File: src/rtl/mel_accum_if.sv
// Bin stream in, register-file write port and status out, for the mel accumulator.
interface mel_accum_if #(
  parameter int PW = 32,
  parameter int WW = 12,
  parameter int AW = 45
);
  logic          frame_start;
  logic          bin_valid;
  logic          bin_ready;
  logic [PW-1:0] bin_power;
  logic [4:0]    bin_seg;
  logic [WW-1:0] bin_wt;
  logic          bin_last;
  logic [4:0]    regmel_addr;
  logic [AW-1:0] regmel_in;
  logic          regmel_wren;
  logic          mel_done;
  logic          seg_err;

  // Producer of bins / consumer of band writes.
  modport master (
    output frame_start, bin_valid, bin_power, bin_seg, bin_wt, bin_last,
    input  bin_ready, regmel_addr, regmel_in, regmel_wren, mel_done, seg_err
  );

  // The accumulator itself.
  modport slave (
    input  frame_start, bin_valid, bin_power, bin_seg, bin_wt, bin_last,
    output bin_ready, regmel_addr, regmel_in, regmel_wren, mel_done, seg_err
  );
endinterface

File: src/rtl/mel_accum.sv
// Mel filterbank accumulator.
// Bins arrive in ascending segment order. A bin in segment s adds its rising
// share (power*w) to band s and its falling share (power*(1-w)) to band s-1.
// Two running accumulators are therefore enough: acc_prev holds band s-1 and
// acc_cur holds band s. When the segment advances, band s-1 is complete and is
// written out. The leftover bands are flushed after the last bin, so that every
// address 0..NBANDS-1 is written exactly once per frame, in ascending order.
//
//  state   | meaning
//  --------+-------------------------------------------------------------
//  S_IDLE  | waiting for frame_start, bin_ready low
//  S_ACC   | accepting bins, at most one band write per accepted bin
//  S_FLUSH | writing the remaining bands, one per cycle, up to NBANDS-1
//  S_DONE  | raises mel_done for one cycle, then returns to S_IDLE
module mel_accum #(
  parameter int NBANDS = 23,
  parameter int PW     = 32,
  parameter int WW     = 12,
  parameter int AW     = 45
) (
  input  logic        clk,
  input  logic        reset,
  mel_accum_if.slave  bus
);

  localparam logic [1:0] S_IDLE  = 2'd0;
  localparam logic [1:0] S_ACC   = 2'd1;
  localparam logic [1:0] S_FLUSH = 2'd2;
  localparam logic [1:0] S_DONE  = 2'd3;

  localparam logic [4:0]  NB        = 5'(NBANDS);
  localparam logic [4:0]  LAST_ADDR = 5'(NBANDS - 1);
  localparam logic [WW:0] UNITY     = {1'b1, {WW{1'b0}}};

  logic [1:0]    state;
  logic [4:0]    seg_reg;
  logic [4:0]    flush_addr;
  logic [AW-1:0] acc_prev;
  logic [AW-1:0] acc_cur;

  logic          accept;
  logic [WW:0]   wt_lo;
  logic [AW-1:0] power_x;
  logic [AW-1:0] wt_hi_x;
  logic [AW-1:0] wt_lo_x;
  logic [AW-1:0] p_hi;
  logic [AW-1:0] p_lo;

  logic          seg_same;
  logic          seg_adv;
  logic [4:0]    seg_nxt;
  logic [AW-1:0] acc_prev_nxt;
  logic [AW-1:0] acc_cur_nxt;
  logic          wr_acc;
  logic          err_acc;
  logic [4:0]    flush_start;
  logic [AW-1:0] flush_data;

  // Saturating add. A band energy pinned at full scale is still a useful
  // reading for the log stage, whereas a wrapped value is not.
  function automatic logic [AW-1:0] sat_add(input logic [AW-1:0] a,
                                            input logic [AW-1:0] b);
    logic [AW:0] s;
    s = {1'b0, a} + {1'b0, b};
    return s[AW] ? {AW{1'b1}} : s[AW-1:0];
  endfunction

  assign bus.bin_ready = (state == S_ACC);
  assign accept        = bus.bin_valid && (state == S_ACC);

  // Split the bin power into its rising (p_hi) and falling (p_lo) shares.
  // The falling weight needs WW+1 bits, because w=0 gives a falling weight of unity.
  always_comb begin
    wt_lo   = UNITY - {1'b0, bus.bin_wt};
    power_x = {{(AW-PW){1'b0}}, bus.bin_power};
    wt_hi_x = {{(AW-WW){1'b0}}, bus.bin_wt};
    wt_lo_x = {{(AW-WW-1){1'b0}}, wt_lo};
    p_hi    = power_x * wt_hi_x;
    p_lo    = power_x * wt_lo_x;
  end

  // Classify the incoming segment against seg_reg and work out the
  // accumulator update for the bin that is being accepted.
  always_comb begin
    seg_same     = (bus.bin_seg == seg_reg);
    seg_adv      = ({1'b0, bus.bin_seg} == ({1'b0, seg_reg} + 6'd1)) &&
                   (bus.bin_seg <= NB);
    seg_nxt      = seg_reg;
    acc_prev_nxt = acc_prev;
    acc_cur_nxt  = acc_cur;
    wr_acc       = 1'b0;
    err_acc      = 1'b0;
    if (seg_same) begin
      if (seg_reg != 5'd0) acc_prev_nxt = sat_add(acc_prev, p_lo);
      if (seg_reg < NB)    acc_cur_nxt  = sat_add(acc_cur, p_hi);
    end else if (seg_adv) begin
      wr_acc       = (seg_reg != 5'd0);
      acc_prev_nxt = sat_add(acc_cur, p_lo);
      acc_cur_nxt  = (bus.bin_seg < NB) ? p_hi : '0;
      seg_nxt      = bus.bin_seg;
    end else begin
      err_acc = 1'b1;
    end
  end

  // Flush begins at the oldest band that has not been written yet. That band is
  // seg_reg-1 while a segment is open, and band 0 when no bin advanced past segment 0.
  always_comb begin
    flush_start = (seg_nxt != 5'd0) ? (seg_nxt - 5'd1) : 5'd0;
    flush_data  = '0;
    if ((seg_reg != 5'd0) && (flush_addr == (seg_reg - 5'd1)))
      flush_data = acc_prev;
    else if ((seg_reg < NB) && (flush_addr == seg_reg))
      flush_data = acc_cur;
  end

  // Frame sequencing, accumulator state and the registered write port.
  always_ff @(posedge clk or posedge reset) begin
    if (reset) begin
      state           <= S_IDLE;
      seg_reg         <= '0;
      flush_addr      <= '0;
      acc_prev        <= '0;
      acc_cur         <= '0;
      bus.regmel_addr <= '0;
      bus.regmel_in   <= '0;
      bus.regmel_wren <= 1'b0;
      bus.mel_done    <= 1'b0;
      bus.seg_err     <= 1'b0;
    end else begin
      bus.regmel_wren <= 1'b0;
      bus.mel_done    <= 1'b0;
      case (state)
        S_IDLE: begin
          if (bus.frame_start) begin
            state       <= S_ACC;
            seg_reg     <= '0;
            acc_prev    <= '0;
            acc_cur     <= '0;
            bus.seg_err <= 1'b0;
          end
        end
        S_ACC: begin
          if (accept) begin
            seg_reg  <= seg_nxt;
            acc_prev <= acc_prev_nxt;
            acc_cur  <= acc_cur_nxt;
            if (err_acc) bus.seg_err <= 1'b1;
            if (wr_acc) begin
              bus.regmel_wren <= 1'b1;
              bus.regmel_addr <= seg_reg - 5'd1;
              bus.regmel_in   <= acc_prev;
            end
            if (bus.bin_last) begin
              state      <= S_FLUSH;
              flush_addr <= flush_start;
            end
          end
        end
        S_FLUSH: begin
          bus.regmel_wren <= 1'b1;
          bus.regmel_addr <= flush_addr;
          bus.regmel_in   <= flush_data;
          if (flush_addr == LAST_ADDR)
            state <= S_DONE;
          else
            flush_addr <= flush_addr + 5'd1;
        end
        default: begin
          bus.mel_done <= 1'b1;
          state        <= S_IDLE;
        end
      endcase
    end
  end

endmodule

File: src/flat_wrapper.sv
// flat-port wrapper written by rule: the top's interface ports become plain ports
module mel_accum_flat 
#(
  parameter int NBANDS = 23,
  parameter int PW     = 32,
  parameter int WW     = 12,
  parameter int AW     = 45
)
  (clk, reset, bus_frame_start, bus_bin_valid, bus_bin_power, bus_bin_seg, bus_bin_wt, bus_bin_last, bus_bin_ready, bus_regmel_addr, bus_regmel_in, bus_regmel_wren, bus_mel_done, bus_seg_err);
  mel_accum_if #(.PW(PW), .WW(WW), .AW(AW)) bus_i ();
  input  logic clk;
  input  logic reset;
  input wire logic [$bits(bus_i.frame_start)-1:0] bus_frame_start;
  input wire logic [$bits(bus_i.bin_valid)-1:0] bus_bin_valid;
  input wire logic [$bits(bus_i.bin_power)-1:0] bus_bin_power;
  input wire logic [$bits(bus_i.bin_seg)-1:0] bus_bin_seg;
  input wire logic [$bits(bus_i.bin_wt)-1:0] bus_bin_wt;
  input wire logic [$bits(bus_i.bin_last)-1:0] bus_bin_last;
  output wire logic [$bits(bus_i.bin_ready)-1:0] bus_bin_ready;
  output wire logic [$bits(bus_i.regmel_addr)-1:0] bus_regmel_addr;
  output wire logic [$bits(bus_i.regmel_in)-1:0] bus_regmel_in;
  output wire logic [$bits(bus_i.regmel_wren)-1:0] bus_regmel_wren;
  output wire logic [$bits(bus_i.mel_done)-1:0] bus_mel_done;
  output wire logic [$bits(bus_i.seg_err)-1:0] bus_seg_err;
  assign bus_i.frame_start = bus_frame_start;
  assign bus_i.bin_valid = bus_bin_valid;
  assign bus_i.bin_power = bus_bin_power;
  assign bus_i.bin_seg = bus_bin_seg;
  assign bus_i.bin_wt = bus_bin_wt;
  assign bus_i.bin_last = bus_bin_last;
  assign bus_bin_ready = bus_i.bin_ready;
  assign bus_regmel_addr = bus_i.regmel_addr;
  assign bus_regmel_in = bus_i.regmel_in;
  assign bus_regmel_wren = bus_i.regmel_wren;
  assign bus_mel_done = bus_i.mel_done;
  assign bus_seg_err = bus_i.seg_err;
  mel_accum #(.NBANDS(NBANDS), .PW(PW), .WW(WW), .AW(AW)) u_core (.clk(clk), .reset(reset), .bus(bus_i));
endmodule
File: config.mk
export PLATFORM = sky130hd
export DESIGN_NAME = mel_accum_flat
export DESIGN_NICKNAME = d
export VERILOG_FILES = /design/src/rtl/mel_accum_if.sv /design/src/rtl/mel_accum.sv /design/src/flat_wrapper.sv
export SDC_FILE = /design/constraint.sdc
export NUM_CORES = 2
export LEC_CHECK = 0
export CAP_MARGIN = 15
export CORE_MARGIN = 8
export CORE_UTILIZATION = 45
export DETAILED_ROUTE_END_ITERATION = 12
export HOLD_SLACK_MARGIN = 0.15
export MAX_ROUTING_LAYER = met4
export SETUP_SLACK_MARGIN = 0.15
export SYNTH_ARGS = -nofsm -noshare
export SYNTH_HDL_FRONTEND = slang
export SYNTH_SLANG_ARGS = --single-unit
File: constraint.sdc
create_clock -name clk -period 16.3 [get_ports clk]
set_input_delay 3.26 -clock clk [delete_from_list [all_inputs] [get_ports clk]]
set_output_delay 3.26 -clock clk [all_outputs]
set_load 0.05 [all_outputs]
# == After elaboration in Yosys (flattened, before gate mapping) ==
# Cells that the tools add are included.
# op_classes
add_sub_neg,8
mul,2
magnitude_cmp,3
eq_ne,17
muxes,50
reduce_logical,17
# ops
operator,count
two-way mux 45 bit,16
case mux 45 bit (2 select lines),3
adder 45 x 45 -> 46 bit,2
two-way mux 5 bit,10
adder 45 x 44 -> 46 bit,1
multiplier 32 x 13 -> 45 bit,1
multiplier 32 x 12 -> 44 bit,1
two-way mux 44 bit,1
case mux 5 bit (2 select lines),3
equality test 5 bit,3
subtractor 13 x 12 -> 13 bit (first input constant),1
AND reduction 4 bit,3
less-than comparator 5 bit (second input constant),2
two-way mux 1 bit,10
AND reduction 5 bit,2
nonzero test 5 bit,2
subtractor 5 x 1 -> 5 bit (second input constant),2
two-way mux 2 bit,4
!= test 2 x 1 -> 1 bit (second input constant),4
adder 5 x 1 -> 6 bit (second input constant),1
equality test 5 x 6 -> 1 bit,1
!= test 2 bit (second input constant),3
!= test 3 bit (second input constant),2
case mux 2 bit (3 select lines),1
other kinds (12),18
# totals
reg_bits,155
in_bits,54
out_inout_bits,54
word_cells,107

# == Logic depth before layout (Yosys ltp) ==
# logic_depth
depth_word,10
ltp_mapped,43

# == Worst setup path after synthesis ==
# OpenSTA, ideal clock, no wires.
# synth_path
path_type,input port to flip-flop
from,input port bus_bin_wt[0]
to,register u_core.acc_prev[19]
setup_ns,0.121
arrival_time_ns,12.105
required_time_ns,16.179
path_slack_ns,4.074
path_stages,39
cell_sequence,clkbuf_1 > clkbuf_1 > inv_1 > ha_1 > nand2_1 > nor3_1 > xnor2_1 > clkbuf_1 > nand2_1 > fa_1 > inv_1 > fa_1 > fa_1 > fa_1 > inv_1 > fa_1 > inv_1 > ha_1 > [... 3 more ...] > o21ai_1 > o21ai_1 > a31oi_1 > o31ai_1 > xor2_1 > ha_1 > clkbuf_1 > a21o_1 > a21o_1 > a21o_1 > a21o_1 > a21oi_1 > nor2_1 > a2111oi_0 > o41ai_4 > buf_6 > o221ai_2 > nand2_1
# synth_via
elab_chain_cells,8
word_cells_on_any_way,11
# synth_lines
element,line,text
"start, declared",flat_wrapper.sv:17,input wire logic [$bits(bus_i.bin_wt)-1:0] bus_bin_wt;
subtractor 13 x 12 -> 13 bit (*),mel_accum.sv:74,"wt_lo = UNITY - {1'b0, bus.bin_wt};"
multiplier 32 x 13 -> 45 bit (*),mel_accum.sv:79,p_lo = power_x * wt_lo_x;
adder 45 x 45 -> 46 bit,mel_accum.sv:64,"s = {1'b0, a} + {1'b0, b};"
two-way mux 45 bit,mel_accum.sv:65,return s[AW] ? {AW{1'b1}} : s[AW-1:0];
"two-way mux 45 bit, on equally long branches","mel_accum.sv:96, mel_accum.sv:94",
two-way mux 45 bit (*),mel_accum.sv:93,if (seg_same) begin
two-way mux 45 bit (*),mel_accum.sv:144,if (accept) begin
case mux 45 bit (2 select lines) (*),mel_accum.sv:133,case (state)
"end signal, assigned",mel_accum.sv:146,acc_prev <= acc_prev_nxt;
"end, declared",mel_accum.sv:38,logic [AW-1:0] acc_prev;
# Mark *: on every way between the ends. The rest lies on a longest branch, timed or not. The select of a mux whose other input is x is not followed.
# A chain may end at the register's enable or synchronous reset.

# == Worst setup path after layout ==
# layout_path
from,input port bus_bin_wt[3]
to,register u_core.acc_prev[17]
# The elaborated chain is that of the path after synthesis.

==> flow_metrics.env <==
export IMPL_setup_worst_path_end_class="register"
export IMPL_numCtsBuffers=17
export IMPL_r2r_slack_ns=11.98
export IMPL_grt_setup_unrepaired="no"
export IMPL_worstRegToRegCells=13
export IMPL_io_buffers=107
export IMPL_worstHoldStart="u_core.bus.regmel_in[4]"
export IMPL_wirelength_um=108000
export IMPL_insertion_delay_ns=0.45
export IMPL_grtUsageTotal_pct=22.7
export IMPL_skew_ns=0.0126
export IMPL_cts_tree="done"
export IMPL_syn_instance_count=4797
export IMPL_synth_area_um2=39300
export IMPL_cts_resized=0
export IMPL_fp_dieW_um=312
export IMPL_synth_top_family_by_area="adder cells"
export IMPL_root_buffer="clkbuf_16"
export IMPL_grt_pass1_wl_um=176000
export IMPL_synth_compound_area_share_pct=15.6
export IMPL_hp_class="reg -> reg"
export IMPL_drt_iter0_drc=1936
export IMPL_final_antenna_net_count=0
export IMPL_start_util_pct=45.4
export IMPL_synthArstFlopShare_pct=100
export IMPL_timing_rr_start="u_core.acc_cur[0]"
export IMPL_yosys_area_top_type="fa_1"
export IMPL_hpwl_um=86300
export IMPL_nets=5723
export IMPL_slew_headroom_pct=24.0
export IMPL_synthFlopType="dfrtp_1"
export IMPL_seq_area_frac_synth_pct=9.87
export IMPL_ys_top_cells_by_area="fa_1, ha_1, dfrtp_1"
export IMPL_area_growth_pct=6.89
export IMPL_cts_max_level=4
export IMPL_critPathMaxFanout=45
export IMPL_fmax_mhz=71.7
export IMPL_clock_sinks=155
export IMPL_synth_top_area_share_pct=32.2
export IMPL_grt_overflow=0
export IMPL_critical_path_required_ns=16.61
export IMPL_drive_gt1_share_pct=3.36
export IMPL_die_h_um=312
export IMPL_cts_hold_buffers_added=0
export IMPL_min_period_ns=13.94
export IMPL_avgSynthCellArea_um2=8.19
export IMPL_max_cap_viol_count=0
export IMPL_synth_fa_ha_area_share_pct=42.3
export IMPL_tns_ns=0
export IMPL_drc=0
export IMPL_place_congestion=0.923
export IMPL_min_to="u_core.bus.regmel_in[4]"
export IMPL_boundaryPins=108
export IMPL_hold_depth=2
export IMPL_via_per_inst=5.53
export IMPL_reg_top3="u_core.acc_cur: 45 flops, u_core.acc_prev: 45 flops, u_core.bus.regmel_in: 45 flops"
export IMPL_first_global_vias=33002
export IMPL_critPathLaunch="bus_bin_wt[3]"
export IMPL_syn_num_nets=5801
export IMPL_grt_max_degree=92
export IMPL_path_class="in -> reg"
export IMPL_antenna_cells=0
export IMPL_regToRegEndpoint="u_core.acc_prev[44]"
export IMPL_critPathMostFrequentCell="fa_1"
export IMPL_clk_pin_slew_ns=0.07
export IMPL_vias=32526
export IMPL_hold_viol_final=0
export IMPL_clockBufferDepth=2
export IMPL_setup_viol=0
export IMPL_timing_final_crit_share_pct=85.5
export IMPL_start_kind="input pin"
export IMPL_coreArea_um2=86600
export IMPL_cp_data_arrival_time_ns=14.25
export IMPL_cts_setup_buffers=0
export IMPL_max_stage_delay_ns=0.87
export IMPL_synth_mux_area_fraction_pct=0.334
export IMPL_drv_slew=0
export IMPL_antenna_found_initial=0
export IMPL_tightest_slew_ns=1.14
export IMPL_routedWlPerCell_um=18.3
export IMPL_ys_ff_latch=155
export IMPL_die_area_um2=97100
export IMPL_synth_simple_area_share_pct=17.5
export IMPL_synth_cell_types=78
export IMPL_num_rows=108
export IMPL_slowest_stage="a2111oi_0"
export IMPL_yosys_warnings=0
export IMPL_synth_xor_area_share_pct=5.04
export IMPL_synth_edf_count=0
export IMPL_status="complete, no violations"
export IMPL_dr_pass1_iters=5
==> Yosys cell counts (all sizes together) (16+ instances only) <==
library cell	instances
a21o	137
o21a	31
nand3	46
nor2b	16
a31oi	23
and3	20
inv	703
o221ai	39
buf	22
xnor2	146
a211oi	22
nor2	185
a21oi	308
nor3	29
clkbuf	245
and2	215
nand4	37
dfrtp	155
ha	317
o211ai	21
o21bai	39
nand2	922
nand2b	27
o31ai	23
o21ai	186
xor2	80
fa	633
==> layer usage <==
layer  GRT usage (%)  vias to the layer above  wire, um
met1            28.9                    16417     46100
li1                -                    15205         -
met4            9.03                        0      4810
met3            1.66                      171      3830
met5               -                        -         0
met2            37.6                      733     52800
==> worst max-delay path by stage <==
stage	to	slack, ns	depth (start not counted)
2_1_floorplan	u_core.acc_prev[19]	4.07	39
3_3_place_gp	u_core.acc_prev[17]	1.48	37
3_5_place_dp	u_core.acc_prev[17]	2.01	35
4_1_cts	u_core.acc_prev[17]	2.44	35
5_1_grt	u_core.acc_prev[33]	1.79	38
6_report	u_core.acc_prev[17]	2.36	38
==> cells in the final DEF, fill, tap and decap left out, types with 10 or more instances in the layout <==
cell type | synthesis | final
buf_4 | 0 | 61
o21a_1 | 31 | 31
nor2_1 | 185 | 184
a211oi_1 | 21 | 21
nand2_1 | 922 | 922
o31ai_1 | 23 | 23
mux2i_1 | 12 | 12
o221ai_1 | 14 | 14
clkdlybuf4s50_1 | 0 | 107
clkbuf_16 | 0 | 17
a31oi_1 | 23 | 23
ha_1 | 317 | 317
fa_1 | 633 | 633
o221ai_2 | 25 | 25
xor2_1 | 80 | 77
a221oi_1 | 10 | 10
nand4_1 | 37 | 37
o21ai_0 | 142 | 141
a21oi_1 | 308 | 306
and2_1 | 215 | 215
and3_1 | 20 | 20
nor3_1 | 29 | 28
xnor2_1 | 146 | 139
or3_1 | 12 | 12
o211ai_1 | 21 | 21
nand2b_1 | 27 | 27
o21ai_1 | 40 | 40
inv_1 | 703 | 702
dfrtp_1 | 155 | 155
nand3_1 | 46 | 46
nor2b_1 | 16 | 16
a21o_1 | 137 | 136
o21bai_1 | 39 | 39
==> area by class of cell <==
| type | count | area [um^2] |
|---|---|---|
| timing repair buffer | 170 | 1560 |
| inverter | 704 | 2650 |
| tap | 1155 | 1450 |
| multi-input combinational | 3671 | 31900 |
| sequential | 155 | 3880 |
| fill | 8506 | 44600 |
| clock inverter | 13 | 179 |
| clock buffer | 19 | 453 |
==> kinds of logic after synthesis <==
family | count (synthesis)
buffers and inverters | 971
DFF | 155
adders and majority gates | 950
AOI/OAI and AO/OA | 933
muxes | 13
and+or+nand+nor | 1549
xor gates and xnor gates | 226
==> stage by stage <==
stage          utilization (%)  cell area [um^2]  hold WS (ns)  setup WS [ns]  cells
2_1_floorplan                -             39300         0.468           4.07   4797
3_3_place_gp              47.7             41400         0.463           1.48   5853
3_5_place_dp              47.7             41400         0.471           2.01   5854
4_1_cts                   48.5             42000         0.487           2.44   5886
5_1_grt                   48.5             42000         0.503           1.79   5887
6_report                  48.5             42000         0.479           2.36   5887
==> worst max-delay path, delay by kind of cell <==
family | cells | cell delay, ns
adders and majority gates | 7 | 3.21
AOI/OAI and AO/OA | 15 | 4.18
and+or+nand+nor | 6 | 1.22
buffers and inverters | 8 | 1.82
xor gates and xnor gates | 2 | 0.45
Power is not shown: default switching activity piles up to over one toggle a cycle in this logic, so the estimate is an artifact.
